### src/rtl/exc_ctrl_if.sv
// Decode-stage, CP0 and fetch-control signals of the exception sequencer.
// master: the sequencer itself; slave: the decode/CP0/fetch side.
interface exc_ctrl_if;
  logic        inst_valid_i;
  logic [2:0]  inst_class_i;
  logic [31:0] inst_addr_i;
  logic [4:0]  cp0_reg_i;
  logic [31:0] gpr_data_i;
  logic [31:0] epc_i;
  logic [31:0] cp0_data_i;
  logic        cp0_we_o;
  logic [4:0]  cp0_waddr_o;
  logic [31:0] cp0_wdata_o;
  logic [4:0]  cp0_raddr_o;
  logic [1:0]  cp0_type_o;
  logic [31:0] cp0_inst_addr_o;
  logic [31:0] mfc0_data_o;
  logic        mfc0_valid_o;
  logic        stall_o;
  logic        flush_o;
  logic        redirect_o;
  logic [31:0] redirect_pc_o;
  logic        busy_o;

  modport master (
    input  inst_valid_i, inst_class_i, inst_addr_i, cp0_reg_i, gpr_data_i, epc_i, cp0_data_i,
    output cp0_we_o, cp0_waddr_o, cp0_wdata_o, cp0_raddr_o, cp0_type_o, cp0_inst_addr_o,
           mfc0_data_o, mfc0_valid_o, stall_o, flush_o, redirect_o, redirect_pc_o, busy_o
  );

  modport slave (
    output inst_valid_i, inst_class_i, inst_addr_i, cp0_reg_i, gpr_data_i, epc_i, cp0_data_i,
    input  cp0_we_o, cp0_waddr_o, cp0_wdata_o, cp0_raddr_o, cp0_type_o, cp0_inst_addr_o,
           mfc0_data_o, mfc0_valid_o, stall_o, flush_o, redirect_o, redirect_pc_o, busy_o
  );
endinterface

### src/rtl/exc_ctrl.sv
// Exception sequencer: decodes syscall/break/eret/mtc0/mfc0, pulses CP0,
// and flushes then redirects fetch to the handler or the saved EPC.
module exc_ctrl #(
  parameter logic [31:0] HANDLER_ADDR = 32'h0000_0100,
  parameter int          FLUSH_CYCLES = 2   // legal range 1..15
) (
  input  logic      clk,
  input  logic      rst,
  exc_ctrl_if.master bus
);
  localparam logic [1:0] S_IDLE  = 2'd0;
  localparam logic [1:0] S_FLUSH = 2'd1;
  localparam logic [1:0] S_REDIR = 2'd2;

  localparam logic [2:0] C_SYS  = 3'd1;
  localparam logic [2:0] C_BRK  = 3'd2;
  localparam logic [2:0] C_ERET = 3'd3;
  localparam logic [2:0] C_MTC0 = 3'd4;
  localparam logic [2:0] C_MFC0 = 3'd5;

  localparam logic [3:0] FC = 4'(FLUSH_CYCLES);

  logic [1:0]  state_q, state_d;
  logic [3:0]  cnt_q, cnt_d;
  logic [1:0]  exc_q;
  logic [1:0]  type_q;
  logic [31:0] iaddr_q;
  logic        we_q;
  logic [4:0]  waddr_q;
  logic [31:0] wdata_q;
  logic        mfv_q;
  logic [31:0] mfd_q;
  logic [31:0] rpc_q;

  logic        idle, take, take_exc, take_mtc0, take_mfc0;
  logic [1:0]  exc_code;
  logic [31:0] mfc0_fwd;
  logic [31:0] redir_pc;

  assign idle      = (state_q == S_IDLE);
  assign take      = idle && bus.inst_valid_i;
  assign take_mtc0 = take && (bus.inst_class_i == C_MTC0);
  assign take_mfc0 = take && (bus.inst_class_i == C_MFC0);

  always_comb begin
    exc_code = 2'b00;
    case (bus.inst_class_i)
      C_SYS:   exc_code = 2'b01;
      C_BRK:   exc_code = 2'b10;
      C_ERET:  exc_code = 2'b11;
      default: exc_code = 2'b00;
    endcase
  end

  assign take_exc = take && (exc_code != 2'b00);

  always_comb begin
    state_d = state_q;
    cnt_d   = cnt_q;
    case (state_q)
      S_IDLE: if (take_exc) begin
        state_d = S_FLUSH;
        cnt_d   = FC;
      end
      S_FLUSH: if (cnt_q <= 4'd1) begin
        state_d = S_REDIR;
        cnt_d   = 4'd0;
      end else begin
        cnt_d = cnt_q - 4'd1;
      end
      S_REDIR: state_d = S_IDLE;
      default: state_d = S_IDLE;
    endcase
  end

  // Read-after-write: the CP0 write issued last cycle lands only at the end
  // of this one, so a same-register mfc0 takes the in-flight data. Cause
  // (reg 13) only has its software-writable IP[1:0] bits overlaid.
  always_comb begin
    mfc0_fwd = bus.cp0_data_i;
    if (we_q && (bus.cp0_reg_i == waddr_q)) begin
      if (waddr_q == 5'd13)
        mfc0_fwd = {bus.cp0_data_i[31:10], wdata_q[9:8], bus.cp0_data_i[7:0]};
      else
        mfc0_fwd = wdata_q;
    end
  end

  // eret uses EPC as seen during REDIRECT so a just-issued mtc0 to EPC is honoured.
  assign redir_pc = (exc_q == 2'b11) ? bus.epc_i : HANDLER_ADDR;

  always_ff @(posedge clk or negedge rst) begin
    if (!rst) begin
      state_q <= S_IDLE;
      cnt_q   <= 4'd0;
      exc_q   <= 2'b00;
      type_q  <= 2'b00;
      iaddr_q <= 32'd0;
      we_q    <= 1'b0;
      waddr_q <= 5'd0;
      wdata_q <= 32'd0;
      mfv_q   <= 1'b0;
      mfd_q   <= 32'd0;
      rpc_q   <= 32'd0;
    end else begin
      state_q <= state_d;
      cnt_q   <= cnt_d;
      type_q  <= take_exc ? exc_code : 2'b00;
      if (take_exc) begin
        exc_q   <= exc_code;
        iaddr_q <= bus.inst_addr_i;
      end
      we_q <= take_mtc0;
      if (take_mtc0) begin
        waddr_q <= bus.cp0_reg_i;
        wdata_q <= bus.gpr_data_i;
      end
      mfv_q <= take_mfc0;
      if (take_mfc0) mfd_q <= mfc0_fwd;
      if (state_q == S_REDIR) rpc_q <= redir_pc;
    end
  end

  assign bus.cp0_we_o        = we_q;
  assign bus.cp0_waddr_o     = waddr_q;
  assign bus.cp0_wdata_o     = wdata_q;
  assign bus.cp0_raddr_o     = bus.cp0_reg_i;
  assign bus.cp0_type_o      = type_q;
  assign bus.cp0_inst_addr_o = iaddr_q;
  assign bus.mfc0_data_o     = mfd_q;
  assign bus.mfc0_valid_o    = mfv_q;
  assign bus.flush_o         = (state_q == S_FLUSH);
  assign bus.stall_o         = (state_q == S_FLUSH) || (state_q == S_REDIR);
  assign bus.redirect_o      = (state_q == S_REDIR);
  assign bus.redirect_pc_o   = (state_q == S_REDIR) ? redir_pc : rpc_q;
  assign bus.busy_o          = !idle;
endmodule
### src/flat_wrapper.sv
// flat-port wrapper written by rule: the top's interface ports become plain ports
module exc_ctrl_flat 
#(
  parameter logic [31:0] HANDLER_ADDR = 32'h0000_0100,
  parameter int          FLUSH_CYCLES = 2                       
)
  (clk, rst, bus_inst_valid_i, bus_inst_class_i, bus_inst_addr_i, bus_cp0_reg_i, bus_gpr_data_i, bus_epc_i, bus_cp0_data_i, bus_cp0_we_o, bus_cp0_waddr_o, bus_cp0_wdata_o, bus_cp0_raddr_o, bus_cp0_type_o, bus_cp0_inst_addr_o, bus_mfc0_data_o, bus_mfc0_valid_o, bus_stall_o, bus_flush_o, bus_redirect_o, bus_redirect_pc_o, bus_busy_o);
  exc_ctrl_if bus_i ();
  input  logic clk;
  input  logic rst;
  input wire logic [$bits(bus_i.inst_valid_i)-1:0] bus_inst_valid_i;
  input wire logic [$bits(bus_i.inst_class_i)-1:0] bus_inst_class_i;
  input wire logic [$bits(bus_i.inst_addr_i)-1:0] bus_inst_addr_i;
  input wire logic [$bits(bus_i.cp0_reg_i)-1:0] bus_cp0_reg_i;
  input wire logic [$bits(bus_i.gpr_data_i)-1:0] bus_gpr_data_i;
  input wire logic [$bits(bus_i.epc_i)-1:0] bus_epc_i;
  input wire logic [$bits(bus_i.cp0_data_i)-1:0] bus_cp0_data_i;
  output wire logic [$bits(bus_i.cp0_we_o)-1:0] bus_cp0_we_o;
  output wire logic [$bits(bus_i.cp0_waddr_o)-1:0] bus_cp0_waddr_o;
  output wire logic [$bits(bus_i.cp0_wdata_o)-1:0] bus_cp0_wdata_o;
  output wire logic [$bits(bus_i.cp0_raddr_o)-1:0] bus_cp0_raddr_o;
  output wire logic [$bits(bus_i.cp0_type_o)-1:0] bus_cp0_type_o;
  output wire logic [$bits(bus_i.cp0_inst_addr_o)-1:0] bus_cp0_inst_addr_o;
  output wire logic [$bits(bus_i.mfc0_data_o)-1:0] bus_mfc0_data_o;
  output wire logic [$bits(bus_i.mfc0_valid_o)-1:0] bus_mfc0_valid_o;
  output wire logic [$bits(bus_i.stall_o)-1:0] bus_stall_o;
  output wire logic [$bits(bus_i.flush_o)-1:0] bus_flush_o;
  output wire logic [$bits(bus_i.redirect_o)-1:0] bus_redirect_o;
  output wire logic [$bits(bus_i.redirect_pc_o)-1:0] bus_redirect_pc_o;
  output wire logic [$bits(bus_i.busy_o)-1:0] bus_busy_o;
  assign bus_i.inst_valid_i = bus_inst_valid_i;
  assign bus_i.inst_class_i = bus_inst_class_i;
  assign bus_i.inst_addr_i = bus_inst_addr_i;
  assign bus_i.cp0_reg_i = bus_cp0_reg_i;
  assign bus_i.gpr_data_i = bus_gpr_data_i;
  assign bus_i.epc_i = bus_epc_i;
  assign bus_i.cp0_data_i = bus_cp0_data_i;
  assign bus_cp0_we_o = bus_i.cp0_we_o;
  assign bus_cp0_waddr_o = bus_i.cp0_waddr_o;
  assign bus_cp0_wdata_o = bus_i.cp0_wdata_o;
  assign bus_cp0_raddr_o = bus_i.cp0_raddr_o;
  assign bus_cp0_type_o = bus_i.cp0_type_o;
  assign bus_cp0_inst_addr_o = bus_i.cp0_inst_addr_o;
  assign bus_mfc0_data_o = bus_i.mfc0_data_o;
  assign bus_mfc0_valid_o = bus_i.mfc0_valid_o;
  assign bus_stall_o = bus_i.stall_o;
  assign bus_flush_o = bus_i.flush_o;
  assign bus_redirect_o = bus_i.redirect_o;
  assign bus_redirect_pc_o = bus_i.redirect_pc_o;
  assign bus_busy_o = bus_i.busy_o;
  exc_ctrl #(.HANDLER_ADDR(HANDLER_ADDR), .FLUSH_CYCLES(FLUSH_CYCLES)) u_core (.clk(clk), .rst(rst), .bus(bus_i));
endmodule
### config.mk
export PLATFORM = sky130hd
export DESIGN_NAME = exc_ctrl_flat
export DESIGN_NICKNAME = d
export VERILOG_FILES = /design/src/rtl/exc_ctrl_if.sv /design/src/rtl/exc_ctrl.sv /design/src/flat_wrapper.sv
export SDC_FILE = /design/constraint.sdc
export NUM_CORES = 1
export LEC_CHECK = 0
export BUFFER_PORTS_ARGS = -buffer_cell sky130_fd_sc_hd__buf_2
export CORE_ASPECT_RATIO = 0.6
export CORE_UTILIZATION = 51
export DETAILED_ROUTE_END_ITERATION = 16
export PLACE_DENSITY_LB_ADDON = 0.12
export SLEW_MARGIN = 10
export SYNTH_ARGS = -nofsm -noshare
export SYNTH_HDL_FRONTEND = slang
export SYNTH_SLANG_ARGS = --single-unit
### constraint.sdc
create_clock -name clk -period 4.5 [get_ports clk]
set_input_delay 0.9 -clock clk [delete_from_list [all_inputs] [get_ports clk]]
set_output_delay 0.9 -clock clk [all_outputs]
set_load 0.01 [all_outputs]
Word-level counts from Yosys, hierarchy flattened
Index checks and enable logic that the tools add are counted.

word-level totals
  flip-flop bits (word level) = 145
  input port bits = 139
  output and inout bits = 146
  logic and storage cells = 49

operators by class
  add/sub/neg operators = 1
  magnitude comparators = 1
  equal/unequal tests = 12
  muxes and demuxes = 12
  reduce and logical (&&, ||, !) cells = 12

operator list
  kind                                                   number
  2-to-1 mux 32 bit                                      4
  2-to-1 mux 4 bit                                       2
  one-hot mux 4 bit (2 select lines)                     1
  == test 3 x 2 -> 1 bit, second input constant          2
  == test 3 bit, second input constant                   2
  2-to-1 mux 2 bit                                       3
  one-hot mux 2 bit (3 select lines)                     1
  == test 5 x 4 -> 1 bit, second input constant          1
  == test 5 bit                                          1
  logical AND 1 bit                                      5
  == test 2 bit, second input constant                   2
  <= comparator 4 x 1 -> 1 bit, second input constant    1
  one-hot mux 2 bit (2 select lines)                     1
  AND reduction 2 bit                                    2
  nonzero test 2 bit                                     2
  subtractor 4 x 1 -> 4 bit, second input constant       1
  == test 3 x 1 -> 1 bit, second input constant          1
  == test 2 x 1 -> 1 bit, second input constant          1
  zero test 2 bit                                        1
  inequality test 2 x 1 -> 1 bit, second input constant  1
  inequality test 2 bit, second input constant           1
  zero test 1 bit                                        1
  logical OR 1 bit                                       1

Longest topological paths before layout
  depth after elaboration = 6
  depth in mapped cells = 9

Least setup slack after synthesis
OpenSTA, ideal clock, no wires.

  path kind = flip-flop to output port
  start point = register u_core.state_q[0]
  end point = output port bus_redirect_pc_o[10]
  arrival = 1.579 ns
  data required time = 3.600 ns
  path slack = 2.021 ns
  cell stages (with the launch flop) = 8
  buffers on the path = 2
  path through = dfrtp_1 > inv_1 > ha_1 > and3_1 > clkbuf_1 > clkbuf_1 > nand2_1 > o21ai_0

on the way
  longest elaborated chain between the ends = 2

ends and longest elaborated chain
  item                      line                RTL
  start: declaration        exc_ctrl.sv:23      logic [1:0] state_q, state_d;
  start signal: assignment  exc_ctrl.sv:106     state_q <= state_d;
  == test 2 bit             -
  via bus_redirect_o        flat_wrapper.sv:28  output wire logic [$bits(bus_i.redirect_o)-1:0] bus_redirect_o;
  2-to-1 mux 32 bit         exc_ctrl.sv:135     assign bus.redirect_pc_o = (state_q == S_REDIR) ? redir_pc : rpc_q;
  end: declaration          flat_wrapper.sv:29  output wire logic [$bits(bus_i.redirect_pc_o)-1:0] bus_redirect_pc_o;

The timed path passes the listed nets, and every way through them passes these cells.

Worst setup path in the final report
  start point = register u_core.state_q[0]
  end point = output port bus_redirect_pc_o[12]

on the way
  longest elaborated chain between the ends = 2

ends and longest elaborated chain
  item               line
  == test 2 bit      exc_ctrl.sv:135
  2-to-1 mux 32 bit  exc_ctrl.sv:135

No other way between the ends.

==> impl_metrics.csv <==
group,metric,value,unit
floorplan,floorplan.core_area,11600,um2
synth,ys_types,34,
critical_path,max_stage_delay,0.39,ns
power_and_ir_drop,share_comb_of_total_power,35.4,%
power_and_ir_drop,net-switching-power,2.03,mW
grt,grt_overflow,0,
timing,final_clock_skew,0.00998,ns
synth,syn-num-nets,688,
grt,first_pass_grt_wire_length,26.1,mm
cells_and_area,filler_cell_count,862,
route,num_vias,5174,
route,drt-vias-per-instance,5.24,
critical_path,worst_path_dominant_cell_family,"buffers and inverters",
place,postPlaceCellArea,7680,um2
timing,layout_worst_path_cycle_share,71.0,%
timing,relSlewSlack,23.7,%
power_and_ir_drop,sequentialPowerShare,39.2,%
power_and_ir_drop,switching_share_of_power,35.0,%
clocking,cts_made_buffers,17,
power_and_ir_drop,clock_power_share,25.5,%
timing,rsz0062_at_grt,"false",
critical_path,timing.critical_path.cells,"inv_1 -> ha_1 -> buf_4 -> and3_1 -> buf_4 -> nand2_1 -> o21ai_0 -> buf_2",
timing,final.setup.tns,0,ns
clocking,clock_latency,0.41,ns
critical_path,worstSetupEndpointType,"output pin",
synth,synth-warning-count,0,
route,drtAntennaViolNets,0,
critical_path,setup.worst_path.class,"register to output pin",
grt,grt_start_max_net_pins,99,
route,firstDrtPassIters,4,
clocking,clkTransAtPathRegs,0.06,ns
route,routedWlPerCell,17.0,um
clocking,post_cts_resize_count,0,
cells_and_area,most_frequent_standard_cell_in_the_layout_excluding_fill_and_tap_cells,"buf_2",
route,drc_errors,0,
power_and_ir_drop,p_leak,4.11,nW
critical_path,timing.critical_path.fanout_max,34,
place,gpl.final_weighted_congestion,0.796,
outcome,status,"finished clean",
cells_and_area,final_cell_area,8300,um2
clocking,max-clock-path-buffers,2,
cells_and_area,drive_above_1_share,47.8,%
critical_path,path_common_cell,"buf_4",
floorplan,initial_utilization,53.5,%
grt,number_of_antenna_violations_at_the_first_check_in_global_routing,0,
synth,avgSynthCellArea,11.4,um2
cells_and_area,regArea,3630,um2
floorplan,core.rowCount,30,
critical_path,worst_endpoint_required_time,3.60,ns
place,placement.io_buffers,284,
timing,setup_slack,1.31,ns
synth,cells_after_synth,543,
floorplan,fp.dieH,87.3,um
floorplan,ioPinCount,285,
cells_and_area,fin_util,71.8,%
floorplan,die-width,144,um
cells_and_area,nets,960,
clocking,postCtsHoldBufs,0,
critical_path,critPathArrivalTime,2.29,ns
cells_and_area,mostFrequentLayoutCells,"283 x buf_2, 145 x dfrtp_1, 100 x nand2_1, 68 x mux2_2, 42 x inv_1",
cells_and_area,multi_input_logic_area,2190,um2
clocking,cts_tree,"yes",
floorplan,design.die.area,12600,um2
synth,ys_ff_latch,145,
clocking,cts.repair_timing.setup_buffer_count,0,
clocking,number_of_clock_sinks_seen_by_cts,145,
clocking,clock_tree.root_cell,"clkbuf_16",
synth,synth.cell_area,6180,um2
route,drtIter0Drc,307,
critical_path,cp-start-kind,"register",
timing,finalSetupViolCount,0,
timing,worst-slew-pin-transition,1.14,ns
grt,grt.total_usage,27.1,%
cells_and_area,antenna-diode-count,0,
power_and_ir_drop,power.internal,3.78,mW
critical_path,timing.critical_path.slowest_stage_cell,"dfrtp_1",
timing,period_needed,3.19,ns
grt,grt_pass1_vias,5048,
flow_run,drv.max_cap_violation_count,0,
power_and_ir_drop,ir_worst_vdd,0.371,mV
place,detailedPlace.worstSlack,1.74,ns
synth,synth_sequential_area_ratio,58.7,%
route,detail_route.wirelength,16.8,mm
hold_path,hold_path_class,"register to register",
place,detailed_place_hpwl,11.8,mm
cells_and_area,syn_to_final_growth,34.3,%
timing,maxSlewViolCount,0,
critical_path,crit_buf_inv,4,
timing,fmax,313,MHz
clocking,cts_htree_levels,4,
power_and_ir_drop,p_per_area,699,nW/um2
timing,number_of_hold_violations_in_the_final_report,0,
synthesized netlist by cell type:
library cell	count	share of area, %
a21o_1	2	0.24
a21oi_1	7	0.57
and3_1	1	0.10
buf_2	14	1.1
buf_4	5	0.61
buf_6	3	0.55
clkbuf_1	19	1.2
dfrtp_1	145	59
ha_1	6	1.2
inv_1	42	2.6
inv_2	1	0.061
mux2_2	68	12
nand2_1	100	6.1
nand3_1	2	0.16
nand3b_1	1	0.12
nand4_2	1	0.20
nand4b_1	2	0.28
nor2_1	8	0.49
nor2b_1	2	0.20
nor3_1	1	0.081
nor3b_1	1	0.12
nor4_1	1	0.10
o211a_1	1	0.16
o211ai_1	32	3.9
o21ai_0	34	2.8
o21ai_1	1	0.081
o2bb2ai_1	2	0.28
o311ai_0	30	4.3
o31a_1	1	0.14
o31ai_1	1	0.12
or2_1	1	0.10
or3_4	1	0.18
or4_1	2	0.24
xnor2_1	5	0.71
final timing paths:
check	from	end	slack, ns	depth (start not counted)
max in group asynchronous	rst	u_core.bus.mfc0_data_o[29]	2.98	2
worst max-delay path	u_core.state_q[0]	bus_redirect_pc_o[12]	1.31	8
worst min register to register	u_core.exc_q[0]	u_core.exc_q[0]	0.49	1
worst max register to register	u_core.state_q[0]	u_core.bus.mfc0_data_o[31]	2.10	8
min in group asynchronous	rst	u_core.bus.cp0_inst_addr_o[18]	0.55	1
worst min-delay path	u_core.exc_q[0]	u_core.exc_q[0]	0.49	1
layout make-up:
class	instances	share of cell area, %
Sequential cell	145	43.7
Multi-Input combinational cell	314	26.4
Timing Repair Buffer	294	18.1
Clock buffer	20	5.26
Tap cell	160	2.41
Clock inverter	12	2.19
Inverter	43	1.94
kinds of logic (layout without fill, tap and decap cells):
| kind of cell | after synthesis | in the layout | synth area share, % |
|---|---|---|---|
| flip-flops | 145 | 145 | 58.7 |
| AND/OR/NAND/NOR | 124 | 124 | 8.46 |
| AO/OA/AOI/OAI | 111 | 111 | 12.5 |
| buffers and inverters | 84 | 369 | 6.05 |
| multiplexers | 68 | 68 | 12.4 |
| adder cells (fa/ha/maj) | 6 | 6 | 1.21 |
| XOR/XNOR | 5 | 5 | 0.708 |
worst register-to-register path: stages (launching register included):
cell and delay, ns:
dfrtp_1 0.39, inv_1 0.11, ha_1 0.24, nand4b_1 0.18, or2_1 0.29, inv_2 0.24, buf_4 0.44, o311ai_0 0.25
o211ai_1 0.16
sequential cells by signal, indices dropped and copies added (netlist names):
register and flops:
u_core.bus.cp0_inst_addr_o 32, u_core.bus.cp0_type_o 2, u_core.bus.cp0_waddr_o 5, u_core.bus.cp0_wdata_o 32, u_core.bus.cp0_we_o 1, u_core.bus.mfc0_data_o 32
u_core.bus.mfc0_valid_o 1, u_core.cnt_q 4, u_core.exc_q 2, u_core.rpc_q 32, u_core.state_q 2
metal layers:
layer	vias to the layer above	global-route usage (%)	wire, um
met5	-	0	0
met4	0	10.2	270
met3	26	7.20	1260
met2	223	45.3	8480
met1	2492	34.1	6810
li1	2433	-	-
power by group through the flow:
stage	sequential [mW]	clock (mW)	combinational [mW]
floorplan	2.46	0	0.896
global placement	2.25	0	1.99
detailed placement	2.28	0	2.06
CTS	2.27	1.50	2.07
global route	2.35	1.55	2.25
finish	2.28	1.48	2.05
stage by stage:
step           power, mW  cells  hold WS [ns]
2_1_floorplan       3.35    543         0.442
6_report            5.81    988         0.486
3_5_place_dp        4.34    956         0.473
4_1_cts             5.85    988         0.486
5_1_grt             6.15    988         0.515
3_3_place_gp        4.24    956         0.454
Power figures use the tool's default switching activity.
